==> config.mk <==
export PLATFORM = sky130hd
export DESIGN_NAME = pixel_readout
export DESIGN_NICKNAME = d
export VERILOG_FILES = /design/src/rtl/pixel_readout.sv
export SDC_FILE = /design/constraint.sdc
export NUM_CORES = 1
export LEC_CHECK = 0
export CAP_MARGIN = 20
export CELL_PAD_IN_SITES_DETAIL_PLACEMENT = 1
export CELL_PAD_IN_SITES_GLOBAL_PLACEMENT = 1
export CORE_MARGIN = 2
export CORE_UTILIZATION = 30
export CTS_CLUSTER_SIZE = 16
export DETAILED_ROUTE_END_ITERATION = 16
export DONT_BUFFER_PORTS = 1
export PLACE_DENSITY = 0.49
export SETUP_SLACK_MARGIN = 0.5
export SLEW_MARGIN = 30
export SYNTH_ARGS = -nofsm -noshare
export SYNTH_HDL_FRONTEND = slang
export SYNTH_SLANG_ARGS = --single-unit
==> constraint.sdc <==
create_clock -name i_clk -period 3.69 [get_ports i_clk]
set_input_delay 0.738 -clock i_clk [delete_from_list [all_inputs] [get_ports i_clk]]
set_output_delay 0.738 -clock i_clk [all_outputs]
set_load 0.03 [all_outputs]
==> src/rtl/pixel_readout.sv <==
// rtl/pixel_readout.sv - 2x2 pixel frame capture into a 4-entry FIFO with ready/valid readout
// Optional feature macro: PIXEL_READOUT_CHECKSUM_EN adds o_frame_sum (mod-256 sum of delivered pixels).
module pixel_readout (
    input  logic       i_clk,
    input  logic       i_reset,
    input  logic       i_adc,
    input  logic       i_nre_1,
    input  logic       i_nre_2,
    input  logic [7:0] i_adc_data,
    input  logic       i_pix_ready,
    output logic       o_pix_valid,
    output logic [7:0] o_pix_data,
    output logic       o_pix_row,
    output logic       o_pix_col,
    output logic       o_frame_done,
`ifdef PIXEL_READOUT_CHECKSUM_EN
    output logic [7:0] o_frame_sum,
`endif
    output logic       o_err
);

    typedef enum logic [1:0] {S_IDLE, S_CAPTURE, S_DRAIN, S_DONE} state_t;

    state_t     r_state;
    state_t     w_state_nxt;
    logic       r_adc_d;
    logic [1:0] r_cnt0;
    logic [1:0] r_cnt1;
    logic [9:0] r_mem [4];
    logic [1:0] r_rd;
    logic [1:0] r_wr;
    logic [2:0] r_count;
    logic       r_err;

    logic       w_rise;
    logic       w_empty;
    logic       w_full;
    logic       w_pop;
    logic       w_row;
    logic [1:0] w_row_cnt;
    logic       w_cap_req;
    logic       w_row_ovf;
    logic       w_both;
    logic       w_push;
    logic       w_drop;
    logic       w_start;
    logic       w_err_set;
    logic [9:0] w_head;

    assign w_rise    = i_adc & ~r_adc_d;
    assign w_empty   = (r_count == 3'd0);
    assign w_full    = (r_count == 3'd4);
    assign w_pop     = ~w_empty & i_pix_ready;
    // Row 1 is selected when NRE_2 is the one pulled low.
    assign w_row     = i_nre_1;
    assign w_row_cnt = w_row ? r_cnt1 : r_cnt0;
    assign w_cap_req = (r_state == S_CAPTURE) & i_adc & (i_nre_1 ^ i_nre_2);
    assign w_row_ovf = w_cap_req & (w_row_cnt == 2'd2);
    assign w_both    = (r_state == S_CAPTURE) & i_adc & ~i_nre_1 & ~i_nre_2;
    assign w_push    = w_cap_req & ~w_row_ovf & (~w_full | w_pop);
    assign w_drop    = w_cap_req & ~w_row_ovf & w_full & ~w_pop;
    assign w_start   = (r_state == S_IDLE) & w_rise;
    assign w_err_set = w_row_ovf | w_drop | w_both |
                       (w_rise & ((r_state == S_DRAIN) | (r_state == S_DONE)));
    assign w_head    = r_mem[r_rd];

    always_comb begin
        w_state_nxt  = r_state;
        o_frame_done = 1'b0;
        o_pix_valid  = ~w_empty;
        o_pix_data   = 8'd0;
        o_pix_row    = 1'b0;
        o_pix_col    = 1'b0;
        if (!w_empty) begin
            o_pix_data = w_head[7:0];
            o_pix_col  = w_head[8];
            o_pix_row  = w_head[9];
        end
        case (r_state)
            S_IDLE:    if (w_rise) w_state_nxt = S_CAPTURE;
            S_CAPTURE: if (!i_adc) w_state_nxt = S_DRAIN;
            S_DRAIN:   if (w_empty) w_state_nxt = S_DONE;
            S_DONE: begin
                o_frame_done = 1'b1;
                w_state_nxt  = S_IDLE;
            end
            default:   w_state_nxt = S_IDLE;
        endcase
    end

    always_ff @(posedge i_clk) begin
        if (!i_reset) begin
            r_state <= S_IDLE;
            r_adc_d <= 1'b0;
            r_err   <= 1'b0;
        end else begin
            r_state <= w_state_nxt;
            r_adc_d <= i_adc;
            if (w_start)
                r_err <= 1'b0;
            else if (w_err_set)
                r_err <= 1'b1;
        end
    end

    always_ff @(posedge i_clk) begin
        if (!i_reset || w_start) begin
            r_cnt0 <= 2'd0;
            r_cnt1 <= 2'd0;
        end else if (w_push) begin
            if (w_row)
                r_cnt1 <= r_cnt1 + 2'd1;
            else
                r_cnt0 <= r_cnt0 + 2'd1;
        end
    end

    // Entry layout: {row, col, data}
    always_ff @(posedge i_clk) begin
        if (!i_reset) begin
            for (int i = 0; i < 4; i++)
                r_mem[i] <= 10'd0;
            r_rd    <= 2'd0;
            r_wr    <= 2'd0;
            r_count <= 3'd0;
        end else begin
            if (w_push) begin
                r_mem[r_wr] <= {w_row, w_row_cnt[0], i_adc_data};
                r_wr        <= r_wr + 2'd1;
            end
            if (w_pop)
                r_rd <= r_rd + 2'd1;
            case ({w_push, w_pop})
                2'b10:   r_count <= r_count + 3'd1;
                2'b01:   r_count <= r_count - 3'd1;
                default: r_count <= r_count;
            endcase
        end
    end

    assign o_err = r_err;

`ifdef PIXEL_READOUT_CHECKSUM_EN
    logic [7:0] r_sum;

    always_ff @(posedge i_clk) begin
        if (!i_reset || w_start)
            r_sum <= 8'd0;
        else if (w_pop)
            r_sum <= r_sum + o_pix_data;
    end

    assign o_frame_sum = r_sum;
`endif

endmodule
* After elaboration in Yosys (flattened, before gate mapping)
Memory sizes are Yosys's and may differ from the RTL's. A register that Yosys moved wholly into a read port is not among the register bits.
Cells that the tools add are included.
** Word-level totals
- Input port bits :: 14
- Register bits :: 15
- Memories kept :: 1
- RAM bits :: 40
- Word-level logic and storage cells :: 81
** Operators by class
- Equality and inequality tests :: 10
- Add/sub/neg operators :: 6
- Bitwise operators :: 27
- Reductions and logical operators :: 10
- Multiplexer cells :: 19
** Memories
- r_mem :: words 4, width 10, rd ports 1, clocked after Yosys merged registers in 1, wr ports 4, RTL line 29 : logic [9:0] r_mem [4];
** Operator list (count)
- 2-bit two-way mux :: 7
- 1-bit AND :: 13
- 10-bit two-way mux :: 1
- 10-bit OR reduction :: 1
- 2-bit by 1-bit adder with 2-bit output (second input constant) :: 4
- 2-bit == test (second input constant) :: 4
- 1-bit two-way mux :: 8
- 8-bit two-way mux :: 1
- 1-bit NOT :: 8
- 2-bit one-hot mux with 4 select lines :: 1
- 2-bit != test (second input constant) :: 3
- 3-bit one-hot mux with 2 select lines :: 1
- 1-bit OR :: 5
- 2-bit by 1-bit == test with 1-bit output (second input constant) :: 2
- 2-bit AND reduction :: 2
- 3-bit by 1-bit adder with 3-bit output (second input constant) :: 1
- 3-bit == test (second input constant) :: 1
- 3-bit logical NOT :: 1
- 3-bit AND reduction :: 1
- 3-bit by 1-bit subtractor with 3-bit output (second input constant) :: 1
- 2-bit logical NOT :: 1
- 2-bit nonzero test :: 1
- 2-bit OR reduction :: 1
- 1-bit logical NOT :: 1
- 2 further kinds :: 2

* Longest topological paths before layout
- Depth after elaboration :: 12
- Mapped depth :: 10
- Mapped depth without buffers :: 9

* Worst setup path after synthesis
OpenSTA, ideal clock, no wires.
- Path kind :: in2reg
- Start :: in i_nre_1
- End :: mem r_mem[2][0] (enable)
- Slack :: 869 ps
- Data required time :: 3299 ps
- Arrival time :: 2431 ps
- Library setup time :: 391 ps
- Buffers on the path :: 0
- Stages on the path :: 4
- Cell sequence :: and3b_1 > nor4_2 > nand2_1 > o21ai_0
** RTL lines
- start: declaration :: RTL line 7 : input logic i_nre_1,
- end: declaration :: RTL line 29

==> impl_metrics.csv <==
group,metric,value,unit
worst_setup_path,r2r-end,"r_mem[0][8]",
sta,finalHoldViolations,0,
worst_setup_path,critPathMaxStageDelay,0.80,ns
drt,first_iter_violations,51,
finish,final_common_cell,"edfxtp_1",
sta,tns,0,ns
grt,grt_pass1_vias,1832,
pwr,total_power,2030,uW
clock_network,ctsHtreeMaxLevel,3,
worst_setup_path,rr_worst_depth,7,
pwr,power_frac_seq,0.409,
finish,area_delta_synth_final,12.8,%
floorplan,die_area,10000,sq um
floorplan,die_x,100,um
place,dpl_worst_slack,0.946,ns
drt,wl,6.41,mm
grt,antenna_found_initial,0,
finish,diodes,0,
pwr,p_clk_frac,0.313,
worst_setup_path,cpMaxStageDelayCell,"dfxtp_1",
worst_setup_path,end_kind,"output pin",
sta,worst_pin_slew,0.777,ns
worst_setup_path,r2r_setup_slack,1.16,ns
worst_setup_path,path_class,"reg -> out",
sta,clock.fmax,363,MHz
floorplan,dieHeight,100,um
pwr,p_per_area,650,nW/um^2
sta,grt_setup_unrepaired,"false",
sta,slew_violations,0,
synth,ys_warn_count,0,
synth,syn-num-nets,242,
synth,syn_avg_cell_area,12.5,sq um
synth,syn-cell-area,2770,sq um
pwr,internal_power,1340,uW
drt,num_vias,1722,
sta,setup_violations,0,
finish,layout.nets,249,
place,hpwl,4.30,mm
worst_setup_path,worstPathCellList,"mux4_2, and2_1",
grt,grt_max_degree,23,
worst_setup_path,crit_path_max_fanout,10,
grt,grt_pass1_wl,10.1,mm
clock_network,clock-sinks,57,
worst_setup_path,worst_setup_path_start_kind,"flip-flop",
worst_setup_path,crit_family,"flip-flops",
worst_setup_path,rr_startpoint,"r_state[1]",
synth,synth_cells,222,
finish,drive_gt1_frac,0.154,
finish,fillCellCount,979,
clock_network,cts_buffer_depth,2,
synth,ys_async_sr_fraction,0,
drt,dr.pass1.iters,5,
pwr,max-vdd-ir-drop,0.476,mV
drt,route.detailed.drc,0,
clock_network,cts.repair.resized,0,
floorplan,num_rows,35,
drt,wire_per_inst,18.6,um
worst_setup_path,crit_end,"o_pix_row",
sta,post-route-period-util,0.746,
sta,fin_ws,0.939,ns
drt,avgViaCountPerCell,4.99,
synth,synth_edf_count,40,
worst_setup_path,arrival,2.01,ns
sta,relSlewSlack,0.482,
clock_network,cts_setup_buffers,0,
synth,ys_types,43,
floorplan,num_io_pins,27,
floorplan,initial_core_util,0.304,
sta,finClkSkew,0.0120,ns
synth,ys_seq_area_frac,0.556,
finish,layout_common_cells,"edfxtp_1, and2_1, dfxtp_1",
sta,fin_crit,2.75,ns
pwr,p_leak,0.00113,uW
clock_network,clk_latency,0.33,ns
hold_path,hp-class,"reg -> reg",
grt,gr-total-overflow,0,
clock_network,root_buffer,"clkbuf_8",
worst_setup_path,critical_path_required,2.95,ns
synth,ys_ff_latch,57,
place,io_buffers,0,
worst_setup_path,worst-path-buf-inv,0,
outcome,status,"completed",
floorplan,core_area,9110,sq um
pwr,switching_share,0.342,
job,cap_violations,0,
drt,ant_nets,0,
pwr,switchingPower,696,uW
clock_network,clkTransAtPathRegs,0.07,ns
grt,track_usage,0.141,
place,gp_congestion,0.723,
clock_network,cts_tree,"yes",
worst_setup_path,cp.depth,2,
synth,ys.flop_type,"edfxtp_1",
clock_network,cts_buffers,9,
clock_network,cts_hold_buf,0,
pwr,pwr-share-comb,0.277,
through the flow:
step	instances	instance area [sq um]	hold WS [ns]	util
floorplan	222	2770	0.456	-
global placement	329	2910	0.481	0.320
detailed placement	329	2910	0.488	0.320
CTS	345	3120	0.499	0.343
global route	345	3120	0.534	0.343
finish	345	3120	0.494	0.343
power by group through the flow:
| stage | Clock, uW | Combinational, uW | Sequential [uW] |
|---|---|---|---|
| after floorplan | 0 | 499 | 798 |
| after global placement | 0 | 574 | 851 |
| after detailed placement | 0 | 575 | 853 |
| after CTS | 655 | 576 | 839 |
| after global routing | 682 | 624 | 852 |
| final | 637 | 563 | 832 |
cell families after synthesis:
group,after synthesis,synth area share
adder cells (fa/ha/maj),6,0.0298
AO/OA/AOI/OAI,21,0.0538
XOR/XNOR,3,0.00949
flip-flops,57,0.556
buffers and inverters,19,0.0266
multiplexers,16,0.103
AND/OR/NAND/NOR,100,0.221
registers in the layout (all words and copies together), names as in the netlist, named ones only:
name and count:
r_mem 40, o_err 1, r_wr 2, r_state 2
r_rd 2, r_count 3, r_cnt0 2, r_cnt1 2
r_adc_d 1
synth_stat cells (all sizes together) (3+ instances only):
cell type  instances  area [sq um]
dfxtp             17           340
buf                3          13.8
or3                3          18.8
nand2b             5          31.3
mux4              10           225
o31a               3          26.3
and3               8          50.1
nor2b              4          25.0
o21ai              4          20.0
nor4               4          52.6
nand2             13          48.8
inv                9          33.8
nor2              12          45.0
nor3               5          25.0
clkbuf             7          26.3
mux2i              6          60.1
edfxtp            40          1200
ha                 5          62.6
and2              36           225
or4                3          26.3
metal layers:
| metal | vias to the layer above | GRT usage | part of all wire |
|---|---|---|---|
| li1 | 824 | - | - |
| met3 | 12 | 0.0376 | 0.041 |
| met5 | - | 0 | 0 |
| met4 | 0 | 0.0790 | 0.025 |
| met1 | 854 | 0.159 | 0.43 |
| met2 | 32 | 0.243 | 0.50 |
final cells by class:
| cell class | instances | area, sq um | area share |
|---|---|---|---|
| clock buffer | 10 | 128 | 0.0408 |
| clock inverter | 6 | 82.6 | 0.0264 |
| inverter | 9 | 33.8 | 0.0108 |
| multi-input combinational | 146 | 1150 | 0.370 |
| sequential | 57 | 1540 | 0.493 |
| tap | 111 | 139 | 0.0445 |
| timing repair buffer | 6 | 45.0 | 0.0144 |
worst reg2reg max path: cells and delay by family, from the launching register on:
kind          cells  cell delay (ns)
fa+ha+maj         1             0.18
buf+inv           2             0.29
flops             1             0.34
simple gates      4             1.35
worst min path at each step:
stage | startpoint | to | slack, ns | depth (start not counted)
5_1_grt | i_adc | r_adc_d | 0.53 | 1
2_1_floorplan | r_cnt1[1] | r_cnt1[1] | 0.46 | 2
3_5_place_dp | r_cnt0[0] | r_cnt0[0] | 0.49 | 2
3_3_place_gp | r_cnt0[0] | r_cnt0[0] | 0.48 | 2
4_1_cts | r_cnt0[0] | r_cnt0[0] | 0.50 | 2
6_report | r_cnt0[0] | r_cnt0[0] | 0.49 | 2
Note: power is estimated with default switching activity, not from simulation.
